==> src/rtl/laser_distance_pkg.sv <==
// Shared encodings and limits for the laser distance-meter controller.
package laser_distance_pkg;

  localparam int DATA_W = 16;
  localparam logic [DATA_W-1:0] TIMEOUT_MAX = 16'hFFFE;

  typedef enum logic [2:0] {
    S_INIT  = 3'd0,
    S_IDLE  = 3'd1,
    S_FIRE  = 3'd2,
    S_COUNT = 3'd3,
    S_DONE  = 3'd4
  } state_t;

endpackage

==> src/rtl/laser_distance_ctl_edge_detect_rise.sv <==
// Rising-edge detector: one history flop plus an AND.
module edge_detect_rise (
  input  logic clk,
  input  logic reset,
  input  logic d,
  output logic rise
);

  logic d_q;
  logic d_d;

  assign d_d  = d;
  assign rise = d & ~d_q;

  always_ff @(posedge clk or posedge reset) begin
    if (reset) d_q <= 1'b0;
    else       d_q <= d_d;
  end

endmodule

==> src/rtl/laser_distance_ctl.sv <==
// Laser distance-meter sequencer: fire, count round trip, capture or time out.
// LASER_DISTANCE_CONTINUOUS_EN: re-fire from S_DONE while start is held.
module laser_distance_ctl
  import laser_distance_pkg::*;
#(
  parameter int              TO_W    = 16,
  parameter logic [TO_W-1:0] TIMEOUT = TO_W'(60000)
) (
  input  logic clk,
  input  logic reset,
  input  logic start,
  input  logic sensor,
  output logic laser,
  output logic Qclr,
  output logic Dclr,
  output logic Dinc,
  output logic Qupd,
  output logic busy,
  output logic done,
  output logic timeout
);

  state_t          state_q, state_d;
  logic [TO_W-1:0] to_cnt_q, to_cnt_d;
  logic            timeout_q, timeout_d;
  logic            rise;
  logic            to_hit;

  edge_detect_rise u_start_edge (
    .clk   (clk),
    .reset (reset),
    .d     (start),
    .rise  (rise)
  );

  assign to_hit  = (to_cnt_q == TIMEOUT - 1'b1);
  assign timeout = timeout_q;

  always_ff @(posedge clk or posedge reset) begin
    if (reset) begin
      state_q   <= S_INIT;
      to_cnt_q  <= '0;
      timeout_q <= 1'b0;
    end else begin
      state_q   <= state_d;
      to_cnt_q  <= to_cnt_d;
      timeout_q <= timeout_d;
    end
  end

  always_comb begin
    state_d   = state_q;
    to_cnt_d  = to_cnt_q;
    timeout_d = timeout_q;
    laser     = 1'b0;
    Qclr      = 1'b0;
    Dclr      = 1'b0;
    Dinc      = 1'b0;
    Qupd      = 1'b0;
    busy      = 1'b0;
    done      = 1'b0;
    case (state_q)
      S_INIT: begin
        Qclr    = 1'b1;
        Dclr    = 1'b1;
        state_d = S_IDLE;
      end
      S_IDLE: begin
        Dclr = 1'b1;
        if (rise) begin
          timeout_d = 1'b0;
          to_cnt_d  = '0;
          state_d   = S_FIRE;
        end
      end
      S_FIRE: begin
        laser   = 1'b1;
        Dinc    = 1'b1;
        busy    = 1'b1;
        state_d = S_COUNT;
      end
      S_COUNT: begin
        busy = 1'b1;
        // A return in the compare cycle still yields a valid range.
        if (sensor) begin
          Qupd    = 1'b1;
          state_d = S_DONE;
        end else if (to_hit) begin
          Qclr      = 1'b1;
          timeout_d = 1'b1;
          state_d   = S_DONE;
        end else begin
          Dinc     = 1'b1;
          to_cnt_d = to_cnt_q + 1'b1;
        end
      end
      S_DONE: begin
        done    = 1'b1;
        Dclr    = 1'b1;
        state_d = S_IDLE;
`ifdef LASER_DISTANCE_CONTINUOUS_EN
        if (start) begin
          timeout_d = 1'b0;
          to_cnt_d  = '0;
          state_d   = S_FIRE;
        end
`endif
      end
      default: state_d = S_INIT;
    endcase
  end

endmodule

==> config.mk <==
export PLATFORM = sky130hd
export DESIGN_NAME = laser_distance_ctl
export DESIGN_NICKNAME = d
export VERILOG_FILES = /design/src/rtl/laser_distance_pkg.sv /design/src/rtl/laser_distance_ctl_edge_detect_rise.sv /design/src/rtl/laser_distance_ctl.sv
export SDC_FILE = /design/constraint.sdc
export NUM_CORES = 1
export LEC_CHECK = 0
export CAP_MARGIN = 20
export CORE_UTILIZATION = 30
export DETAILED_ROUTE_END_ITERATION = 8
export GPL_TIMING_DRIVEN = 0
export PLACE_DENSITY = 0.57
export SKIP_CTS_REPAIR_TIMING = 1
export SLEW_MARGIN = 10
export SYNTH_ARGS = -nofsm -noshare
export SYNTH_HDL_FRONTEND = slang
export SYNTH_HIERARCHICAL = 1
export SYNTH_SLANG_ARGS = --single-unit
==> constraint.sdc <==
create_clock -name clk -period 2.3 [get_ports clk]
set_input_delay 0.345 -clock clk [delete_from_list [all_inputs] [get_ports clk]]
set_output_delay 0.345 -clock clk [all_outputs]
set_load 0.01 [all_outputs]
==> results.json, run 1 <==
{
  "run_status": "finished, final reports clean",
  "routed_vias_inst": 5.23,
  "cts_inserted_buffers": 3,
  "drt_first_pass_iters": 4,
  "place_area_sq_mm": 0.00141,
  "crit_type": "flop to primary output",
  "ctsLongestPathBuffers": 2,
  "clock_transition_at_the_register_clock_pins_on_the_worst_setup_and_hold_paths_after_cts_ps": 80,
  "routed_wire_length_per_instance_um": 13.4,
  "grt.total_usage_pct": 14.4,
  "clock-sinks": 21,
  "ff_latch_area_sq_um": 528,
  "design.portCount": 12,
  "ys_seq_area_share_pct": 42.6,
  "final_layout_size_suffix_gt1_share_pct": 20.0,
  "worst_hold_path_type": "input port to asynchronous set/reset pin",
  "global_route_wire_length_before_repair_um": 4790,
  "route.detailed.drc": 0,
  "via_count_of_the_first_global_routing_pass": 1009,
  "most_common_library_cells_after_synthesis": "sky130_fd_sc_hd__dfrtp_1, sky130_fd_sc_hd__o21ai_0, sky130_fd_sc_hd__nor2_1",
  "synthesis.area_sq_mm": 0.00123,
  "die_area_sq_mm": 0.00438,
  "syn-instance-count": 142,
  "finish.net_count": 171,
  "max_cap_violations": 0,
  "worst_setup_path_end_kind": "primary output",
  "syn2layout_area_growth_pct": 24.0,
  "finalSetupViolCount": 0,
  "worst_skew_pair_latency_ps": 260,
  "synthDominantAreaCellType": "sky130_fd_sc_hd__dfrtp_1",
  "finish.instance_area_sq_mm": 0.00153,
  "slew_viol_final": 0,
  "wirelength_um": 2860,
  "post-route-worst-setup-slack_ps": 2.72,
  "max_slew.worst_pin.slew_ps": 780,
  "multiInputGateArea_sq_um": 656,
  "worst-endpoint-arrival_ps": 1950,
  "antenna_found_initial": 0,
  "io_buffer_count": 11,
  "cts.htree.levels": 1,
  "ctsRootBufferMaster": "sky130_fd_sc_hd__clkbuf_8",
  "worstSetupStartpoint": "to_cnt_q[7]",
  "dpl_worst_slack_ps": -114,
  "final_cell_count_no_fill": 213,
  "fin_worst_skew_ps": 5.69,
  "maxSlewHeadroom_pct": 47.6,
  "mappedNetlistNets": 147,
  "fin_crit_sh_pct": 99.9,
  "grt_max_degree": 21,
  "placementRows": 22,
  "die_y_um": 66.2,
  "floorplan.core_area_sq_mm": 0.00380,
  "max-vdd-ir-drop_mv": 0.310,
  "cellLeakagePower_nw": 0.691,
  "fmaxAchievable_ghz": 0.435,
  "synthDominantCellAreaShare_pct": 42.6,
  "netlist_top_cells_area": "sky130_fd_sc_hd__dfrtp_1, sky130_fd_sc_hd__o21ai_0, sky130_fd_sc_hd__nor2_1",
  "fin_crit_ps": 2300,
  "via_count": 1114,
  "yosys_register_bits": 21,
  "detailed_place_hpwl_um": 1930,
  "final-hold-violation-count": 0,
  "synth-async-reset-ratio_pct": 100,
  "cts_tree": "yes",
  "post_synth.cell_area_avg_sq_um": 8.70,
  "gp_routability_congestion": 0.769,
  "filler_cell_count": 382,
  "critical_r2r_launch": "to_cnt_q[0]",
  "largest_fanout_on_the_critical_path": 6,
  "setup.worst_path.start_class": "flop",
  "rsz0062_at_grt": "yes",
  "yosys_warns": 6,
  "synth_enable_flop_cells": 0,
  "synth_top_flop_cell": "sky130_fd_sc_hd__dfrtp_1",
  "n_antenna_cell": 0,
  "initialDrtViolationCount": 51,
  "initial_utilization_pct": 32.5,
  "antenna_left": 0,
  "worst-endpoint-required_ps": 1960,
  "die_width_um": 66.2,
  "p_per_area_mw_per_mm2": 787,
  "synth_cell_type_count": 35,
  "grt_overflow_total": 0,
  "post-place-cells": 201
}
## state kept, by name, indices dropped and copies added, names as in the netlist
name and flops:
state_q 3, timeout 1, to_cnt_q 16, u_start_edge/d_q 1
## kinds of logic after synthesis
logic type               Yosys count  synth area share [%]
flip-flops                        21                  42.6
AO/OA/AOI/OAI                     43                  21.2
adder cells (fa/ha/maj)            1                  1.01
buffers and inverters             12                  5.27
AND/OR/NAND/NOR                   65                  30.0
## critical path: stages (launching register included)
cell,delay [ps]
sky130_fd_sc_hd__dfrtp_2,440
sky130_fd_sc_hd__or3b_4,390
sky130_fd_sc_hd__nor4_4,350
sky130_fd_sc_hd__buf_4,190
sky130_fd_sc_hd__a31oi_2,80
sky130_fd_sc_hd__nor2_1,100
sky130_fd_sc_hd__buf_2,130
## cells in the final DEF (no fill, tap or decap), types with 2 or more instances in the layout
master,synthesis,routed
sky130_fd_sc_hd__a31oi_1,3,2
sky130_fd_sc_hd__buf_4,0,9
sky130_fd_sc_hd__dfrtp_1,21,19
sky130_fd_sc_hd__dlymetal6s2s_1,0,2
sky130_fd_sc_hd__o31ai_1,6,6
sky130_fd_sc_hd__o41ai_1,2,2
sky130_fd_sc_hd__nand2_1,15,15
sky130_fd_sc_hd__inv_1,5,5
sky130_fd_sc_hd__clkbuf_8,0,3
sky130_fd_sc_hd__nand3b_1,2,2
sky130_fd_sc_hd__o21ai_0,21,21
sky130_fd_sc_hd__nor3_1,4,4
sky130_fd_sc_hd__nand3_1,9,9
sky130_fd_sc_hd__nor2b_1,4,4
sky130_fd_sc_hd__buf_2,4,4
sky130_fd_sc_hd__a21oi_1,8,8
sky130_fd_sc_hd__buf_6,2,2
sky130_fd_sc_hd__nor2_1,16,15
sky130_fd_sc_hd__clkdlybuf4s50_1,0,8
sky130_fd_sc_hd__dfrtp_2,0,2
## area by class of cell
class,count,share of cell area (%)
multi-input cells,109,42.8
flip-flops and latches,21,34.5
repair buffers,19,11.1
well taps,48,3.92
plain buffers,7,3.43
clock buffers,3,2.70
inverters,5,1.23
clock inverters,1,0.327
## metal layers
layer  vias up  global-route usage [%]  wire, um
li1        555                       -         -
met1       532                    19.2      1360
met2        25                    24.5      1380
met3         2                    3.10       120
met4         0                    1.60         2
met5         -                       0         0
## worst paths after layout
kind                       depth (start not counted)          endpoint  slack (ps)
setup / recovery                                   6              Qclr           3
hold / removal                                     2  u_start_edge/d_q         230
setup reg to reg                                   7      to_cnt_q[11]         240
hold reg to reg                                    1      to_cnt_q[15]         500
max in group asynchronous                          2       to_cnt_q[7]        1230
min in group clk                                   1      to_cnt_q[15]         500
## report_power, final
group | switching (W) | leakage (nW) | internal (W)
combinational | 0.000293 | 0.385 | 0.000232
clock | 0.000128 | 0.0255 | 0.000121
sequential | 0.0000247 | 0.281 | 0.000406
## through the flow
| step | power [W] | utilization, % | TNS [ps] | hold WS (ps) |
|---|---|---|---|---|
| detailed placement | 0.000948 | 37.0 | -194 | 494 |
| CTS | 0.00120 | 38.2 | -1130 | 235 |
| global placement | 0.000936 | 37.0 | -181 | 493 |
| global route | 0.00130 | 40.3 | -159 | 250 |
| finish | 0.00121 | 40.3 | 0 | 234 |
| floorplan | 0.000769 | - | 0 | 73.7 |
Note: power is estimated with default switching activity, not from simulation.
==> inputs of run 2 (changes only) <==
- SKIP_LAST_GASP: default -> 1
- clock period: 2.3 -> 3 ns (I/O delays scaled with it)
==> results.json, run 2 (synthesized netlist as in run 1, its figures left out) <==
{
  "top_regs": "to_cnt_q: 16 flops, state_q: 3 flops",
  "floorplan.core_area_sq_mm": 0.00380,
  "critical-path-top-cell-by-count": "sky130_fd_sc_hd__nor2_1",
  "cellLeakagePower_nw": 0.615,
  "worst-endpoint-arrival_ps": 2360,
  "run_status": "finished, final reports clean",
  "worst-endpoint-required_ps": 2550,
  "grt.total_usage_pct": 14.4,
  "routed_wire_length_per_instance_um": 13.4,
  "path_cells": "ha_1 > nand4_1 > nor4_4 > nor2_1 > nor2b_1 > nor2_1 > clkdlybuf4s50_1",
  "worstRegToRegCells": 6,
  "routed_vias_inst": 5.32,
  "fin_crit_sh_pct": 93.6,
  "worst_setup_path_end_kind": "primary output",
  "finalSetupViolCount": 0,
  "ctsLongestPathBuffers": 2,
  "setup.worst_path.start_class": "flop",
  "cts.htree.levels": 1,
  "worst_hold_path_type": "input port to asynchronous set/reset pin",
  "initialDrtViolationCount": 58,
  "grt_overflow_total": 0,
  "filler_cell_count": 391,
  "multiInputGateArea_sq_um": 644,
  "max_cap_violations": 0,
  "crit_type": "flop to primary output",
  "cpPeakStageDelay_ps": 470,
  "initial_utilization_pct": 32.5,
  "finish.instance_area_sq_mm": 0.00145,
  "max_slew.worst_pin.slew_ps": 797,
  "fin_crit_ps": 2810,
  "cpMaxStageDelayCell": "sky130_fd_sc_hd__clkdlybuf4s50_1",
  "number_of_flip_flops_under_the_largest_register_name": 16,
  "die_area_sq_mm": 0.00438,
  "worst_skew_pair_latency_ps": 260,
  "fmaxAchievable_ghz": 0.356,
  "detailed_place_hpwl_um": 1930,
  "antenna_found_initial": 0,
  "antenna_left": 0,
  "final_layout_size_suffix_gt1_share_pct": 11.5,
  "finish.net_count": 163,
  "report.power.total_w": 0.000907,
  "clock-sinks": 21,
  "layout.cells.most_common_list": "sky130_fd_sc_hd__o21ai_0, sky130_fd_sc_hd__dfrtp_1, sky130_fd_sc_hd__nor2_1",
  "maxSlewHeadroom_pct": 46.5,
  "top_register": "to_cnt_q",
  "rsz0062_at_grt": "no",
  "p_per_area_mw_per_mm2": 625,
  "cts_inserted_buffers": 3,
  "n_antenna_cell": 0,
  "timing.setup.tns_ps": 0,
  "via_count_of_the_first_global_routing_pass": 1009,
  "design.portCount": 12,
  "drt_first_pass_iters": 4,
  "die_width_um": 66.2,
  "grt_max_degree": 21,
  "die_y_um": 66.2,
  "final-hold-violation-count": 0,
  "global_route_wire_length_before_repair_um": 4790,
  "io_buffer_count": 11,
  "place_area_sq_mm": 0.00141,
  "wirelength_um": 2760,
  "max-vdd-ir-drop_mv": 0.237,
  "syn2layout_area_growth_pct": 17.5,
  "largest_fanout_on_the_critical_path": 6,
  "ff_latch_area_sq_um": 526,
  "gp_routability_congestion": 0.769,
  "ctsRootBufferMaster": "sky130_fd_sc_hd__clkbuf_8",
  "slew_viol_final": 0,
  "placementRows": 22,
  "via_count": 1090,
  "fin_worst_skew_ps": 4.43,
  "clock_transition_at_the_register_clock_pins_on_the_worst_setup_and_hold_paths_after_cts_ps": 80,
  "route.detailed.drc": 0,
  "cts_tree": "yes"
}
[run 2: layout make-up]
| class | count | area share (%) |
|---|---|---|
| clock inverter | 1 | 0.345 |
| sequential | 21 | 36.2 |
| buffer | 7 | 3.19 |
| tap | 48 | 4.14 |
| clock buffer | 3 | 2.84 |
| multi-input combinational | 109 | 44.4 |
| timing repair buffer | 11 | 7.59 |
| inverter | 5 | 1.29 |
[run 2: report_power, final]
group / internal (W) / total (W) / leakage (nW) / switching [W]
sequential: 0.000312 / 0.000331 / 0.285 / 0.0000197
combinational: 0.000169 / 0.000387 / 0.305 / 0.000218
clock: 0.0000926 / 0.000189 / 0.0255 / 0.0000959
[run 2: final timing paths]
path,startpoint,endpoint,slack (ps)
worst min register to register,to_cnt_q[15],to_cnt_q[15],510
worst max-delay path,to_cnt_q[0],Dinc,190
worst min-delay path,reset,u_start_edge/d_q,340
max in group asynchronous,reset,to_cnt_q[10],1850
min in group clk,to_cnt_q[15],to_cnt_q[15],510
worst max register to register,to_cnt_q[0],to_cnt_q[10],950
[run 2: layer usage]
metal	up-vias	global-route usage (%)	wire length (um)	share of wire, %
met5	-	0	0	0
met1	518	19.2	1290	47
met4	0	1.60	0	0
met3	0	3.10	126	4.6
met2	30	24.5	1340	48
li1	542	-	-	-
[run 2: stage by stage]
stage / hold WS, ps / worst slack [ps] / utilization (%) / cells
final: 342 / 191 / 38.2 / 205
after global routing: 355 / 7.20 / 38.2 / 205
after CTS: 340 / 153 / 38.2 / 205
after detailed placement: 494 / 481 / 37.0 / 201
after global placement: 493 / 476 / 37.0 / 201
after floorplan: 179 / 1130 / - / 142
[run 2: critical path: cells and delay by family, from the launching register on]
family	cells	cell delay, ps
adders and majority gates	1	250
DFF	1	420
and+or+nand+nor	5	960
buffers and inverters	1	470
==> inputs of run 3 (changes only) <==
- MAX_ROUTING_LAYER: default -> met4
==> results.json, run 3 (synthesized netlist as in run 1, its figures left out) <==
{
  "run_status": "finished, final reports clean",
  "slew_viol_final": 0,
  "timing.setup.tns_ps": 0,
  "worst-endpoint-arrival_ps": 2360,
  "filler_cell_count": 391,
  "syn2layout_area_growth_pct": 17.5,
  "final_cell_count_no_fill": 205,
  "finalSetupViolCount": 0,
  "die_width_um": 66.2,
  "grt.total_usage_pct": 14.8,
  "grt_max_degree": 21,
  "worst_skew_pair_latency_ps": 260,
  "fmaxAchievable_ghz": 0.355,
  "max_slew.worst_pin.slew_ps": 867,
  "initialDrtViolationCount": 52,
  "route.detailed.drc": 0,
  "number_of_flip_flops_under_the_largest_register_name": 16,
  "gp_routability_congestion": 0.779,
  "critical_r2r_launch": "to_cnt_q[0]",
  "layout.cells.most_common_list": "sky130_fd_sc_hd__o21ai_0, sky130_fd_sc_hd__dfrtp_1, sky130_fd_sc_hd__nor2_1",
  "largest_fanout_on_the_critical_path": 6,
  "die_y_um": 66.2,
  "final-hold-violation-count": 0,
  "cellLeakagePower_nw": 0.615,
  "ctsLongestPathBuffers": 2,
  "finish.net_count": 163,
  "grt_overflow_total": 0,
  "global_route_wire_length_before_repair_um": 4800,
  "top_regs": "to_cnt_q: 16 flops, state_q: 3 flops",
  "worst_hold_path_type": "input port to asynchronous set/reset pin",
  "antenna_left": 0,
  "die_area_sq_mm": 0.00438,
  "cts.htree.levels": 1,
  "top_register": "to_cnt_q",
  "final_layout_size_suffix_gt1_share_pct": 11.5,
  "max_cap_violations": 0,
  "worst-endpoint-required_ps": 2550,
  "place_area_sq_mm": 0.00141,
  "io_buffer_count": 11,
  "routed_wire_length_per_instance_um": 13.4,
  "clock_transition_at_the_register_clock_pins_on_the_worst_setup_and_hold_paths_after_cts_ps": 80,
  "wirelength_um": 2750,
  "crit_type": "flop to primary output",
  "ctsRootBufferMaster": "sky130_fd_sc_hd__clkbuf_8",
  "fin_crit_sh_pct": 93.8,
  "drt_first_pass_iters": 4,
  "rsz0062_at_grt": "no",
  "finish.instance_area_sq_mm": 0.00145,
  "p_per_area_mw_per_mm2": 626,
  "clock-sinks": 21,
  "antenna_found_initial": 0,
  "design.portCount": 12,
  "placementRows": 22,
  "via_count_of_the_first_global_routing_pass": 1005,
  "routed_vias_inst": 5.39,
  "worst_setup_path_end_kind": "primary output",
  "setup.worst_path.start_class": "flop",
  "floorplan.core_area_sq_mm": 0.00380,
  "detailed_place_hpwl_um": 1930,
  "initial_utilization_pct": 32.5,
  "fin_worst_skew_ps": 3.33,
  "worstSetupStartpoint": "to_cnt_q[0]",
  "via_count": 1104,
  "multiInputGateArea_sq_um": 644,
  "maxSlewHeadroom_pct": 41.8,
  "ff_latch_area_sq_um": 526,
  "cts_inserted_buffers": 3,
  "cts_tree": "yes",
  "n_antenna_cell": 0,
  "hold_ws_ps": 340,
  "post-place-cells": 201,
  "max-vdd-ir-drop_mv": 0.238,
  "fin_crit_ps": 2810
}
==> run 3: cell counts in the layout (fill, tap and decap cells not counted) <==
No cell type changed its count.
==> run 3: path summary, 6_finish.rpt <==
| kind | slack, ps | to | depth (start not counted) |
|---|---|---|---|
| worst min register to register | 510 | to_cnt_q[15] | 1 |
| max in group asynchronous | 1850 | to_cnt_q[10] | 2 |
| min in group clk | 510 | to_cnt_q[15] | 1 |
| worst max register to register | 920 | to_cnt_q[10] | 6 |
| worst min-delay path | 340 | u_start_edge/d_q | 2 |
| worst max-delay path | 190 | Dinc | 7 |
==> run 3: cell type report <==
| type | count | share of cell area [%] |
|---|---|---|
| plain buffers | 7 | 3.19 |
| clock buffers | 3 | 2.84 |
| clock inverters | 1 | 0.345 |
| inverters | 5 | 1.29 |
| multi-input cells | 109 | 44.4 |
| flip-flops and latches | 21 | 36.2 |
| well taps | 48 | 4.14 |
| repair buffers | 11 | 7.59 |
==> run 3: metal layers <==
layer	vias up	global-route usage, %	share of wire, %
li1	541	-	-
met3	3	3.10	4.3
met4	0	1.60	0.36
met1	534	19.2	47
met2	26	24.5	48
met5	-	-	0
==> run 3: through the flow <==
step                util (%)  total power [W]  setup WS (ps)
global placement        37.0         0.000717            476
detailed placement      37.0         0.000727            481
floorplan                  -         0.000589           1130
CTS                     38.2         0.000922            153
finish                  38.2         0.000908            186
global route            38.2         0.000983           7.20
==> run 3: power by group <==
part / leakage [nW] / switching [W] / internal [W]
logic: 0.305 / 0.000218 / 0.000169
clock network: 0.0255 / 0.0000971 / 0.0000927
registers: 0.285 / 0.0000198 / 0.000312
==> run 3: worst max-delay path, stage by stage, from the launching register on <==
cell	delay, ps
sky130_fd_sc_hd__dfrtp_1	420
sky130_fd_sc_hd__ha_1	250
sky130_fd_sc_hd__nand4_1	200
sky130_fd_sc_hd__nor4_4	420
sky130_fd_sc_hd__nor2_1	130
sky130_fd_sc_hd__nor2b_1	150
sky130_fd_sc_hd__nor2_1	60
sky130_fd_sc_hd__clkdlybuf4s50_1	470
